<file path="src/rtl/pipe_pkg.sv">
// Shared pipeline types for the hazard scoreboard: result sources, forward selects,
// per-stage shadow record and the match helpers used by the forwarding/stall logic.
package pipe_pkg;

  // Widest register address carried in a shadow; register addresses are zero-extended to it.
  localparam int unsigned MAX_RW = 8;

  typedef enum logic [1:0] {
    RES_ALU  = 2'b00,
    RES_LOAD = 2'b01,
    RES_PC4  = 2'b10
  } res_src_e;

  typedef enum logic [1:0] {
    FWD_RF = 2'b00,
    FWD_W  = 2'b01,
    FWD_M  = 2'b10
  } fwd_sel_e;

  typedef enum logic {
    StIdle,
    StBusy
  } mc_state_e;

  typedef struct packed {
    logic [MAX_RW-1:0] rd;
    logic              regwrite;
    res_src_e          resultsrc;
    logic              mc;
  } shadow_t;

  // x0 is hardwired, so a zero source never matches a producer.
  function automatic logic src_hit(shadow_t s, logic [MAX_RW-1:0] src);
    return s.regwrite && (src != '0) && (s.rd == src);
  endfunction

  function automatic fwd_sel_e fwd_sel(shadow_t m, shadow_t w, logic [MAX_RW-1:0] src);
    if (src_hit(m, src) && (m.resultsrc == RES_ALU)) return FWD_M;
    if (src_hit(w, src)) return FWD_W;
    return FWD_RF;
  endfunction

endpackage

</file>
<file path="src/rtl/mc_busy_fsm.sv">
// Multi-cycle execute tracker: holds E for MC_LAT cycles once a multi-cycle op is seen in E.
module mc_busy_fsm
  import pipe_pkg::*;
#(
  parameter int unsigned MC_LAT = 4,
  localparam int unsigned CW = $clog2(MC_LAT)
) (
  input  logic clk,
  input  logic reset,
  input  logic McE,
  output logic busy
);

  mc_state_e     state;
  logic [CW-1:0] cnt;

  always_ff @(posedge clk or posedge reset) begin
    if (reset) begin
      state <= StIdle;
      cnt   <= '0;
    end else begin
      unique case (state)
        StIdle: begin
          if (McE) begin
            state <= StBusy;
            cnt   <= CW'(MC_LAT - 2);
          end
        end
        StBusy: begin
          if (cnt == '0) begin
            state <= StIdle;
          end else begin
            cnt <= cnt - CW'(1);
          end
        end
      endcase
    end
  end

  // The op's first E cycle is already busy while the state register is still IDLE;
  // the final BUSY cycle (cnt==0) releases E so the op advances on the next edge.
  assign busy = ((state == StIdle) && McE) || ((state == StBusy) && (cnt != '0));

endmodule

</file>
<file path="src/rtl/hazard_scoreboard.sv">
// Hazard and forwarding controller for the 5-stage core: shadows E/M/W destination attributes
// and derives forwarding selects, stalls and flushes combinationally from them and the D inputs.
module hazard_scoreboard
  import pipe_pkg::*;
#(
  parameter int unsigned NREG   = 32,
  parameter int unsigned MC_LAT = 4,
  parameter bit          FWD_EN = 1'b1,
  localparam int unsigned RW    = $clog2(NREG)
) (
  input  logic          clk,
  input  logic          reset,
  input  logic [RW-1:0] Rs1D,
  input  logic [RW-1:0] Rs2D,
  input  logic [RW-1:0] RdD,
  input  logic          RegWriteD,
  input  logic [1:0]    ResultSrcD,
  input  logic          McD,
  input  logic          PCSrcE,
  output logic [1:0]    ForwardAE,
  output logic [1:0]    ForwardBE,
  output logic          StallF,
  output logic          StallD,
  output logic          StallE,
  output logic          FlushD,
  output logic          FlushE,
  output logic          FlushM,
  output logic [RW-1:0] RdE,
  output logic [RW-1:0] RdM,
  output logic [RW-1:0] RdW
);

  shadow_t           sh_d, sh_e, sh_m, sh_w;
  logic [MAX_RW-1:0] rs1_d, rs2_d, rs1_e, rs2_e;
  logic              busy, cf_flush, e_hit, m_hit, nr_hit, haz, stalld_q;

  assign rs1_d = MAX_RW'(Rs1D);
  assign rs2_d = MAX_RW'(Rs2D);
  assign sh_d  = '{rd: MAX_RW'(RdD), regwrite: RegWriteD,
                   resultsrc: res_src_e'(ResultSrcD), mc: McD};

  always_ff @(posedge clk or posedge reset) begin
    if (reset) begin
      sh_e     <= '0;
      sh_m     <= '0;
      sh_w     <= '0;
      rs1_e    <= '0;
      rs2_e    <= '0;
      stalld_q <= 1'b0;
    end else begin
      if (FlushE) begin
        sh_e  <= '0;
        rs1_e <= '0;
        rs2_e <= '0;
      end else if (!StallE) begin
        sh_e  <= sh_d;
        rs1_e <= rs1_d;
        rs2_e <= rs2_d;
      end
      sh_m     <= StallE ? shadow_t'('0) : sh_e;
      sh_w     <= sh_m;
      stalld_q <= StallD;
    end
  end

  mc_busy_fsm #(
    .MC_LAT(MC_LAT)
  ) u_mc_fsm (
    .clk  (clk),
    .reset(reset),
    .McE  (sh_e.mc),
    .busy (busy)
  );

  assign e_hit = src_hit(sh_e, rs1_d) || src_hit(sh_e, rs2_d);
  assign m_hit = src_hit(sh_m, rs1_d) || src_hit(sh_m, rs2_d);

  if (FWD_EN) begin : g_fwd
    // A D op already held once behind this producer in E picks it up from W, so the M-stage
    // check only catches a non-ALU producer the D op has not yet waited for.
    assign nr_hit = (e_hit && (sh_e.resultsrc != RES_ALU)) ||
                    (m_hit && (sh_m.resultsrc != RES_ALU) && !stalld_q);
    assign ForwardAE = fwd_sel(sh_m, sh_w, rs1_e);
    assign ForwardBE = fwd_sel(sh_m, sh_w, rs2_e);
  end else begin : g_stall_only
    // The register file writes before it reads, so W needs no interlock here.
    assign nr_hit    = e_hit || m_hit;
    assign ForwardAE = FWD_RF;
    assign ForwardBE = FWD_RF;
  end

  assign haz      = nr_hit && !busy;
  assign cf_flush = PCSrcE && !busy;

  assign StallF = busy || (haz && !cf_flush);
  assign StallD = busy || (haz && !cf_flush);
  assign StallE = busy;
  assign FlushD = cf_flush;
  assign FlushE = cf_flush || haz;
  assign FlushM = busy;

  assign RdE = sh_e.rd[RW-1:0];
  assign RdM = sh_m.rd[RW-1:0];
  assign RdW = sh_w.rd[RW-1:0];

  logic unused_fields;
  assign unused_fields = ^{sh_m.mc, sh_w.mc, sh_w.resultsrc, rs1_e, rs2_e, stalld_q};

endmodule
</file>
<file path="config.mk">
export PLATFORM = sky130hd
export DESIGN_NAME = hazard_scoreboard
export DESIGN_NICKNAME = d
export VERILOG_FILES = /design/src/rtl/pipe_pkg.sv /design/src/rtl/mc_busy_fsm.sv /design/src/rtl/hazard_scoreboard.sv
export SDC_FILE = /design/constraint.sdc
export NUM_CORES = 1
export LEC_CHECK = 0
export CAP_MARGIN = 20
export CORE_AREA = 4 4 69 71
export DETAILED_ROUTE_END_ITERATION = 16
export DIE_AREA = 0 0 73 75
export GPL_TIMING_DRIVEN = 0
export PLACE_DENSITY = 0.74
export REMOVE_ABC_BUFFERS = 1
export SLEW_MARGIN = 20
export SYNTH_ARGS = -nofsm -noshare
export SYNTH_HDL_FRONTEND = slang
export SYNTH_SLANG_ARGS = --single-unit
</file>
<file path="constraint.sdc">
create_clock -name clk -period 3.7 [get_ports clk]
set_input_delay 1.11 -clock clk [delete_from_list [all_inputs] [get_ports clk]]
set_output_delay 1.11 -clock clk [all_outputs]
set_load 0.01 [all_outputs]
</file>
==> flow_summary.json, run 1 <==
{
  "setup-violations-final": 2,
  "area.sequential_um2": 926,
  "number_of_antenna_violations_at_the_first_check_in_global_routing": 0,
  "power.static_leakage_nw": 1.05,
  "layout.filler_cells": 350,
  "crit_path_max_incr_delay_ns": 0.54,
  "ys_seq_elements": 37,
  "die_area_um2": 5480,
  "drt_drc_violations_left": 0,
  "placement.io_buffers": 46,
  "finalHoldViolations": 0,
  "clkTransAtPathRegs_ns": 0.07,
  "final-instance-count-excl-fill": 265,
  "drive_gt1_frac": 0.164,
  "pwr_density_cell_nw_per_um2": 855,
  "cp_num_buf_inv": 2,
  "fin_skew_ns": 0.00377,
  "crit_required_ns": 2.59,
  "setup.worst_path.start_class": "input pin",
  "max_clock_freq_mhz": 269,
  "cp_data_arrival_time_ns": 2.61,
  "cts_tree": "done",
  "ant_nets": 0,
  "first_global_vias": 1350,
  "register_area_share_after_synthesis": 0.471,
  "die_w_um": 73,
  "numPlacedInstances": 254,
  "timing_max_transition_violations_final": 0,
  "cts_hold_buf": 0,
  "fraction_of_registers_with_async_set_reset": 1.00,
  "layout_worst_path_cycle_share": 1.01,
  "floorplan.initialDensity": 0.464,
  "routed_wl_um": 4010,
  "path_cells": "buf_8 -> or4_4 -> nor2_4 -> nor4_2 -> a31oi_1 -> o21ai_1 -> a21o_1 -> buf_2",
  "timing.hold.worst.class": "reg -> reg",
  "setup_slack_ns": -0.0200,
  "route.detailed.vias_per_inst": 5.17,
  "violations": "setup timing",
  "routabilityCongestion": 0.757,
  "area_growth_pct": 25.5,
  "postSynthCellCount": 178,
  "avgRoutedWirePerCell_um": 15.1,
  "yosysWarningCount": 0,
  "detailed_place.area_um2": 2320,
  "clock_latency_ns": 0.29,
  "grt.total_usage": 0.160,
  "max-slew-margin-rel": 0.509,
  "min_tclk_post_route_ns": 3.72,
  "synth.cell_area_um2": 1960,
  "pin_count": 47,
  "worstSetupPathType": "in -> out",
  "core-area_um2": 4230,
  "grt_first_pass_wirelength_um": 6560,
  "finalCoreUtilization": 0.582,
  "worst_path_dominant_cell_family": "simple AND/OR/NAND/NOR gates",
  "detailroute.via_count": 1370,
  "cp_slowest_cell": "sky130_fd_sc_hd__or4_4",
  "cts_bufs_inserted": 5,
  "design_area_um2": 2460,
  "globalRoute.totalOverflow": 0,
  "critical_path_end_type": "primary output",
  "status": "finished, violations left",
  "timing.reg2reg.setup_slack_ns": 1.60,
  "path_max_fanout": 3,
  "drtIter0Drc": 61,
  "clock_sink_count": 37,
  "rsz_0062_raised_after_global_routing": "yes",
  "dr.pass1.iters": 4,
  "yosys.cell_types.count": 29,
  "finalNetCount": 235,
  "grt_start_max_net_pins": 38,
  "multi_input_area_um2": 867,
  "worst-slew-pin-transition_ns": 0.736,
  "report.power.total_mw": 2.11,
  "vdd_drop_max_mv": 0.427,
  "synth_enable_flop_cells": 0,
  "cts_h_tree_depth": 2,
  "drv.max_cap_violation_count": 0,
  "antenna_cells_inserted": 0,
  "die_span_in_y_um": 75,
  "rows": 24,
  "yosys_most_used_dff": "sky130_fd_sc_hd__dfrtp_1",
  "cts-root-buf": "sky130_fd_sc_hd__clkbuf_8",
  "cts_max_path_buffers": 2,
  "avgSynthCellArea_um2": 11.0,
  "dp_hpwl_um": 2870
}
==> area by class of cell <==
type,count,share of cell area
inverters,7,0.0122
repair buffers,48,0.183
clock inverters,2,0.0152
flip-flops and latches,37,0.376
well taps,52,0.0264
clock buffers,6,0.0335
repair inverters,1,0.00203
multi-input cells,112,0.352
==> where the power goes <==
part | total, mW | switching (mW) | internal (mW)
logic | 0.950 | 0.418 | 0.532
clock network | 0.363 | 0.144 | 0.219
registers | 0.796 | 0.224 | 0.572
==> per-stage QoR <==
step                      hold WS (ns)  worst slack, ns  TNS (ns)
final                            0.422          -0.0200   -0.0397
after global routing             0.435           -0.114    -0.312
after CTS                        0.424          -0.0230   -0.0451
after detailed placement         0.407           -0.866     -2.54
after global placement           0.402           -0.855     -2.51
after floorplan                  0.386            0.261         0
==> cells in the mapped netlist (2+ instances only) <==
library cell / instances / area [µm²]
sky130_fd_sc_hd__nor2_1: 7 / 26.3
sky130_fd_sc_hd__inv_1: 7 / 26.3
sky130_fd_sc_hd__o21a_1: 2 / 15.0
sky130_fd_sc_hd__and2_1: 8 / 50.1
sky130_fd_sc_hd__o21ai_0: 3 / 15.0
sky130_fd_sc_hd__clkbuf_1: 3 / 11.3
sky130_fd_sc_hd__buf_4: 17 / 128
sky130_fd_sc_hd__a22o_1: 9 / 78.8
sky130_fd_sc_hd__xor2_1: 12 / 105
sky130_fd_sc_hd__nor4_1: 4 / 25.0
sky130_fd_sc_hd__dfrtp_1: 37 / 926
sky130_fd_sc_hd__xnor2_1: 28 / 245
sky130_fd_sc_hd__nand3_1: 4 / 20.0
sky130_fd_sc_hd__nand4_1: 4 / 25.0
sky130_fd_sc_hd__or4_1: 3 / 22.5
sky130_fd_sc_hd__nand2_1: 4 / 15.0
sky130_fd_sc_hd__a22o_2: 10 / 100
sky130_fd_sc_hd__nor3_1: 5 / 25.0
==> final timing paths <==
kind | from | end | cells after the start
max reg2reg | RdM[3]$_DFF_PP0_ | rs1_e[4]$_DFFE_PP0P_ | 6
min reg2reg | sh_m[3]$_DFF_PP0_ | sh_w[3]$_DFF_PP0_ | 0
min | sh_m[3]$_DFF_PP0_ | sh_w[3]$_DFF_PP0_ | 0
min in group asynchronous | reset | RdE[1]$_DFFE_PP0P_ | 2
max in group asynchronous | reset | RdW[0]$_DFF_PP0_ | 2
max | Rs1D[2] | StallF | 8
==> state kept, by name (all words and copies together) (netlist names) <==
| register | flops |
|---|---|
| sh_e | 4 |
| u_mc_fsm.cnt | 2 |
| u_mc_fsm.state | 1 |
| rs2_e | 5 |
| RdM | 5 |
| sh_w | 1 |
| rs1_e | 5 |
| stalld_q | 1 |
| RdE | 5 |
| RdW | 5 |
| sh_m | 3 |
==> routing by layer <==
layer | part of all wire | up-vias | GRT usage
met4 | 0.012 | 0 | 0.0615
li1 | - | 673 | -
met1 | 0.45 | 650 | 0.199
met3 | 0.068 | 6 | 0.0534
met2 | 0.47 | 41 | 0.260
met5 | 0 | - | 0
==> kinds of logic (layout without fill, tap and decap cells) <==
kind of cell | after synthesis | after routing | share of synthesized area
and+or+nand+nor | 42 | 42 | 0.118
xor gates and xnor gates | 40 | 40 | 0.178
DFF | 37 | 37 | 0.471
AOI/OAI and AO/OA | 29 | 29 | 0.126
buffers and inverters | 29 | 64 | 0.100
adders and majority gates | 1 | 1 | 0.00637
==> cell usage in the layout (no fill, tap or decap), drive strengths merged <==
cell type      Yosys  final
dfrtp             37     37
o21ai              4      4
nor3b              1      1
o2111a             1      1
and2               8      8
buf               19      9
nand2b             1      1
xor2              12     12
nand3              4      4
a22o              19     19
or4                3      3
a31oi              1      1
clkinvlp           0      3
and4               1      1
a2bb2oi            1      1
inv                7      6
clkdlybuf4s50      0     33
clkbuf             3      6
nor2               7      7
o21a               2      2
ha                 1      1
nand2              4      4
nand4              4      4
a21o               1      1
xnor2             28     28
bufinv             0      1
nor3               5      5
nor4               4      4
dlygate4sd2        0      6
==> what timing repair did <==
| action | 4_1_cts | 5_1_grt |
|---|---|---|
| cloned | 1 | 0 |
| buffers inserted | 1 | 1 |
| endpoints found under the setup margin | 6 | 3 |
| resized for setup | 47 | 1 |
| pin swaps | 5 | 0 |
Power figures use the tool's default switching activity.
==> run 2, diff against run 1 <==
- SLEW_MARGIN: 20 -> unset
==> run 2 against run 1 <==
The run still ends with setup timing left. Setup slack worse by 0.0069 ns. Count of clock-buffer cells in the layout stayed put. Sequential power is essentially flat. Via count down 0.44%. Critical path type unchanged. Final cell count grew 0.75%. Cell area decreased by 0.10%. Largest cell class unchanged. Combinational power increased by 2%. Flip-flop and latch count unchanged. Die area stayed put.
==> flow_summary.json, run 2 (synthesis gave the netlist of run 1 again) <==
{
  "status": "finished, violations left",
  "violations": "setup timing",
  "placement.io_buffers": 46,
  "design_area_um2": 2460,
  "antenna_cells_inserted": 0,
  "max_clock_freq_mhz": 268,
  "vdd_drop_max_mv": 0.421,
  "worst-slew-pin-transition_ns": 0.702,
  "setup-violations-final": 2,
  "dp_hpwl_um": 2990,
  "min_tclk_post_route_ns": 3.73,
  "crit_required_ns": 2.59,
  "setup.worst_path.start_class": "input pin",
  "die_span_in_y_um": 75,
  "cp_data_arrival_time_ns": 2.62,
  "grt_first_pass_wirelength_um": 6660,
  "detailroute.via_count": 1364,
  "finalHoldViolations": 0,
  "worst_r2r_path_depth": 6,
  "cts_h_tree_depth": 2,
  "layout.filler_cells": 346,
  "report.power.total_mw": 2.03,
  "worst_setup_path_end": "StallF",
  "finalCoreUtilization": 0.582,
  "setup_slack_ns": -0.0269,
  "power.static_leakage_nw": 1.05,
  "clock_latency_ns": 0.28,
  "floorplan.initialDensity": 0.464,
  "layout_worst_path_cycle_share": 1.01,
  "grt.total_usage": 0.163,
  "rows": 24,
  "drtIter0Drc": 32,
  "pwr_density_cell_nw_per_um2": 824,
  "routed_wl_um": 4040,
  "max-slew-margin-rel": 0.532,
  "first_global_vias": 1373,
  "dp_slack_ns": -0.867,
  "critical_path_end_type": "primary output",
  "setup_total_negative_slack_ns": -0.0528,
  "final-instance-count-excl-fill": 267,
  "cts_bufs_inserted": 5,
  "timing.hold.worst.class": "reg -> reg",
  "regToRegEndpoint": "rs1_e[4]$_DFFE_PP0P_",
  "worstSetupPathType": "in -> out",
  "die_w_um": 73,
  "drt_drc_violations_left": 0,
  "grt_start_max_net_pins": 25,
  "cts_max_path_buffers": 2,
  "cts-root-buf": "sky130_fd_sc_hd__clkbuf_8",
  "timing_max_transition_violations_final": 0,
  "cts_tree": "done",
  "ant_nets": 0,
  "pin_count": 47,
  "core-area_um2": 4230,
  "clkTransAtPathRegs_ns": 0.07,
  "dr.pass1.iters": 4,
  "avgRoutedWirePerCell_um": 15.1,
  "fin_skew_ns": 0.00214,
  "hold_ws_ns": 0.426,
  "drive_gt1_frac": 0.163,
  "area_growth_pct": 25.4,
  "most-common-layout-cells": "sky130_fd_sc_hd__dfrtp_1 (37), sky130_fd_sc_hd__clkdlybuf4s50_1 (33), sky130_fd_sc_hd__xnor2_1 (28), sky130_fd_sc_hd__xor2_1 (12), sky130_fd_sc_hd__a22o_2 (10)",
  "worst_r2r_startpoint": "RdM[3]$_DFF_PP0_",
  "timing.reg2reg.setup_slack_ns": 1.57,
  "finalNetCount": 237,
  "setup.worst_path.start": "Rs1D[2]",
  "numPlacedInstances": 255,
  "detailed_place.area_um2": 2350,
  "routabilityCongestion": 0.757,
  "clock_sink_count": 37,
  "globalRoute.totalOverflow": 0,
  "drv.max_cap_violation_count": 0,
  "rsz_0062_raised_after_global_routing": "yes",
  "die_area_um2": 5480,
  "route.detailed.vias_per_inst": 5.11,
  "path_max_fanout": 3,
  "final_common_cell": "sky130_fd_sc_hd__dfrtp_1",
  "number_of_antenna_violations_at_the_first_check_in_global_routing": 0
}
==> run 2: changes by cell type in the layout (fill, tap and decap cells not counted), sizes merged <==
| cell | previous run | this run |
|---|---|---|
| clkinvlp | 3 | 2 |
| buf | 9 | 11 |
| clkinv | 0 | 2 |
| bufinv | 1 | 0 |
==> run 2: final cells by class <==
class                   count  area, µm²  share of cell area
clock buffers               6       72.6              0.0295
clock inverters             2       10.0             0.00407
inverters                   7       30.0              0.0122
multi-input cells         112        867               0.352
flip-flops and latches     37        926               0.376
well taps                  52       65.1              0.0264
repair buffers             50        487               0.198
repair inverters            1       5.00             0.00203
==> run 2: repair_timing <==
action / in CTS / in global routing
hold buffers: 0 / 0
gates cloned: 1 / 0
resized for setup: 47 / 1
buffers inserted: 2 / 1
pin swaps: 5 / 2
endpoints found under the setup margin: 6 / 3
==> run 2: metal layers <==
layer	up-vias	GRT usage	wire length [µm]
met5	-	0	0
met4	0	0.0635	84
met3	8	0.0547	256
met2	45	0.259	1860
met1	641	0.204	1840
li1	670	-	-
==> run 2: worst min-delay path by stage <==
stage	from	to	cells after the start
after floorplan	sh_m[3]$_DFF_PP0_	sh_w[3]$_DFF_PP0_	0
final	sh_m[3]$_DFF_PP0_	sh_w[3]$_DFF_PP0_	0
after global placement	sh_m[3]$_DFF_PP0_	sh_w[3]$_DFF_PP0_	0
after detailed placement	sh_m[3]$_DFF_PP0_	sh_w[3]$_DFF_PP0_	0
after CTS	sh_m[3]$_DFF_PP0_	sh_w[3]$_DFF_PP0_	0
after global routing	sh_m[3]$_DFF_PP0_	sh_w[3]$_DFF_PP0_	0
==> run 2: power by group <==
group | total, mW | internal (mW) | switching [mW]
Sequential | 0.799 | 0.573 | 0.227
Clock | 0.263 | 0.130 | 0.133
Combinational | 0.966 | 0.544 | 0.422
==> run 2: worst max-delay path: stages <==
cell	delay [ns]
sky130_fd_sc_hd__buf_8	0.09
sky130_fd_sc_hd__or4_4	0.54
sky130_fd_sc_hd__nor2_4	0.13
sky130_fd_sc_hd__nor4_2	0.06
sky130_fd_sc_hd__a31oi_1	0.21
sky130_fd_sc_hd__o21ai_1	0.14
sky130_fd_sc_hd__a21o_1	0.20
sky130_fd_sc_hd__buf_2	0.14
==> run 3, diff against run 2 <==
- CORE_AREA: 4 4 69 71 -> 4 4 66 68
- DIE_AREA: 0 0 73 75 -> 0 0 70 72
- PLACE_DENSITY: 0.74 -> 0.8
- clock period: 3.7 -> 4.6 ns (I/O delays scaled with it)
==> run 3 against run 2 <==
Combinational power fell by 21%. Core utilization grew 7.0 points. Setup slack improved by 0.11 ns. Power fell by 20%. Via count is 2.0% higher. The flow now finishes without violations. Largest cell class unchanged.
==> flow_summary.json, run 3 (synthesis gave the netlist of run 1 again) <==
{
  "finalHoldViolations": 0,
  "worstSetupPathType": "in -> out",
  "cts-root-buf": "sky130_fd_sc_hd__clkbuf_8",
  "cts_h_tree_depth": 2,
  "power.static_leakage_nw": 1.10,
  "timing_max_transition_violations_final": 0,
  "die_span_in_y_um": 72,
  "vdd_drop_max_mv": 0.345,
  "clkTransAtPathRegs_ns": 0.07,
  "pwr_density_cell_nw_per_um2": 643,
  "area_growth_pct": 28.0,
  "most-common-layout-cells": "sky130_fd_sc_hd__dfrtp_1 (37), sky130_fd_sc_hd__clkdlybuf4s50_1 (36), sky130_fd_sc_hd__xnor2_1 (28), sky130_fd_sc_hd__xor2_1 (12), sky130_fd_sc_hd__a22o_2 (10)",
  "dp_hpwl_um": 2950,
  "avgRoutedWirePerCell_um": 14.8,
  "cts_bufs_inserted": 5,
  "antenna_cells_inserted": 0,
  "core-area_um2": 3860,
  "pin_count": 47,
  "routed_wl_um": 3980,
  "cts_max_path_buffers": 2,
  "number_of_antenna_violations_at_the_first_check_in_global_routing": 0,
  "route.detailed.vias_per_inst": 5.15,
  "grt.total_usage": 0.178,
  "rsz_0062_raised_after_global_routing": "no",
  "cts_tree": "done",
  "worst_r2r_startpoint": "RdM[3]$_DFF_PP0_",
  "drive_gt1_frac": 0.145,
  "setup-violations-final": 0,
  "ant_nets": 0,
  "die_w_um": 70,
  "finalCoreUtilization": 0.652,
  "cp_data_arrival_time_ns": 3.14,
  "finalNetCount": 242,
  "cts_hold_buf": 0,
  "grt_first_pass_wirelength_um": 7000,
  "regToRegEndpoint": "rs1_e[0]$_DFFE_PP0P_",
  "crit_path_max_incr_delay_ns": 0.54,
  "critical_path_end_type": "primary output",
  "final_common_cell": "sky130_fd_sc_hd__dfrtp_1",
  "setup_total_negative_slack_ns": 0,
  "cp_num_buf_inv": 2,
  "layout.filler_cells": 308,
  "path_max_fanout": 4,
  "die_area_um2": 5040,
  "grt_start_max_net_pins": 25,
  "worst_setup_path_end": "FlushE",
  "placement.io_buffers": 46,
  "first_global_vias": 1525,
  "fin_skew_ns": 0.00907,
  "drv.max_cap_violation_count": 0,
  "worst-slew-pin-transition_ns": 0.709,
  "holdPathStages": 0,
  "globalRoute.totalOverflow": 0,
  "setup.worst_path.start_class": "input pin",
  "max-slew-margin-rel": 0.527,
  "worst_path_dominant_cell_family": "simple AND/OR/NAND/NOR gates",
  "setup.worst_path.start": "Rs1D[2]",
  "layout_worst_path_cycle_share": 0.983,
  "max_clock_freq_mhz": 221,
  "rows": 23,
  "critical_path_depth": 8,
  "timing.hold.worst.class": "reg -> reg",
  "detailroute.via_count": 1391,
  "min_tclk_post_route_ns": 4.52,
  "drtIter0Drc": 66,
  "dr.pass1.iters": 4,
  "crit_required_ns": 3.22,
  "floorplan.initialDensity": 0.509,
  "worst_r2r_path_depth": 14,
  "clock_latency_ns": 0.29,
  "path_cells": "dlygate4sd2_1 -> or4_4 -> nor2_4 -> nor4_2 -> o21ai_1 -> o21ai_1 -> o21a_1 -> dlygate4sd2_1",
  "timing.reg2reg.setup_slack_ns": 1.67,
  "routabilityCongestion": 0.778,
  "clock_sink_count": 37,
  "drt_drc_violations_left": 0,
  "cp_slowest_cell": "sky130_fd_sc_hd__or4_4",
  "status": "completed"
}
[run 3: metal layers]
metal,part of all wire,vias up,track usage
li1,-,684,-
met1,0.41,656,0.204
met2,0.51,43,0.317
met3,0.062,8,0.0457
met4,0.013,0,0.0766
met5,0,-,0
[run 3: layout make-up]
type,count,area (µm²),share of cell area
Clock buffer,8,80.1,0.0319
Sequential cell,37,926,0.368
Timing Repair Buffer,56,548,0.218
Multi-Input combinational cell,112,871,0.346
Tap cell,50,62.6,0.0249
Inverter,7,26.3,0.0105
[run 3: per-stage QoR]
step | total power [mW] | setup slack (ns) | hold WS, ns | area [µm²] | instances
CTS | 1.62 | 0.000716 | 0.455 | 2490 | 269
global route | 1.74 | 0.00578 | 0.461 | 2510 | 270
floorplan | 1.08 | 0.621 | 0.386 | 1790 | 156
detailed placement | 1.42 | -0.483 | 0.440 | 2340 | 253
global placement | 1.39 | -0.495 | 0.424 | 2320 | 252
finish | 1.62 | 0.0788 | 0.446 | 2510 | 270
[run 3: worst reg2reg max path, stage by stage, from the launching register on]
cell and delay [ns]:
sky130_fd_sc_hd__dfrtp_1 0.50, sky130_fd_sc_hd__xor2_1 0.20, sky130_fd_sc_hd__nor3_1 0.18, sky130_fd_sc_hd__and4_1 0.20, sky130_fd_sc_hd__o21ai_1 0.08, sky130_fd_sc_hd__buf_4 0.15
sky130_fd_sc_hd__buf_4 0.13, sky130_fd_sc_hd__buf_4 0.13, sky130_fd_sc_hd__buf_4 0.12, sky130_fd_sc_hd__buf_4 0.12, sky130_fd_sc_hd__buf_4 0.12, sky130_fd_sc_hd__buf_4 0.12
sky130_fd_sc_hd__buf_4 0.12, sky130_fd_sc_hd__o2111a_1 0.36, sky130_fd_sc_hd__a22o_2 0.31
[run 3: worst min-delay path by stage]
| stage | start | slack [ns] | to |
|---|---|---|---|
| CTS | sh_m[3]$_DFF_PP0_ | 0.46 | sh_w[3]$_DFF_PP0_ |
| global route | sh_m[3]$_DFF_PP0_ | 0.46 | sh_w[3]$_DFF_PP0_ |
| finish | sh_m[3]$_DFF_PP0_ | 0.45 | sh_w[3]$_DFF_PP0_ |
| detailed placement | sh_m[3]$_DFF_PP0_ | 0.44 | sh_w[3]$_DFF_PP0_ |
| global placement | sh_m[3]$_DFF_PP0_ | 0.42 | sh_w[3]$_DFF_PP0_ |
| floorplan | sh_m[3]$_DFF_PP0_ | 0.39 | sh_w[3]$_DFF_PP0_ |
[run 3: power breakdown]
group	switching, mW	internal, mW	leakage [nW]	total, mW
logic	0.323	0.437	0.576	0.760
registers	0.184	0.461	0.482	0.645
clock network	0.104	0.107	0.0395	0.211
total	0.611	1.01	1.10	1.62
[run 3: timing repair]
action | CTS | global route
gates resized for setup | 11 | 11
buffers inserted | 8 | 1
pin swaps | 5 | 3
gates cloned | 0 | 0
endpoints found under the setup margin | 3 | 3
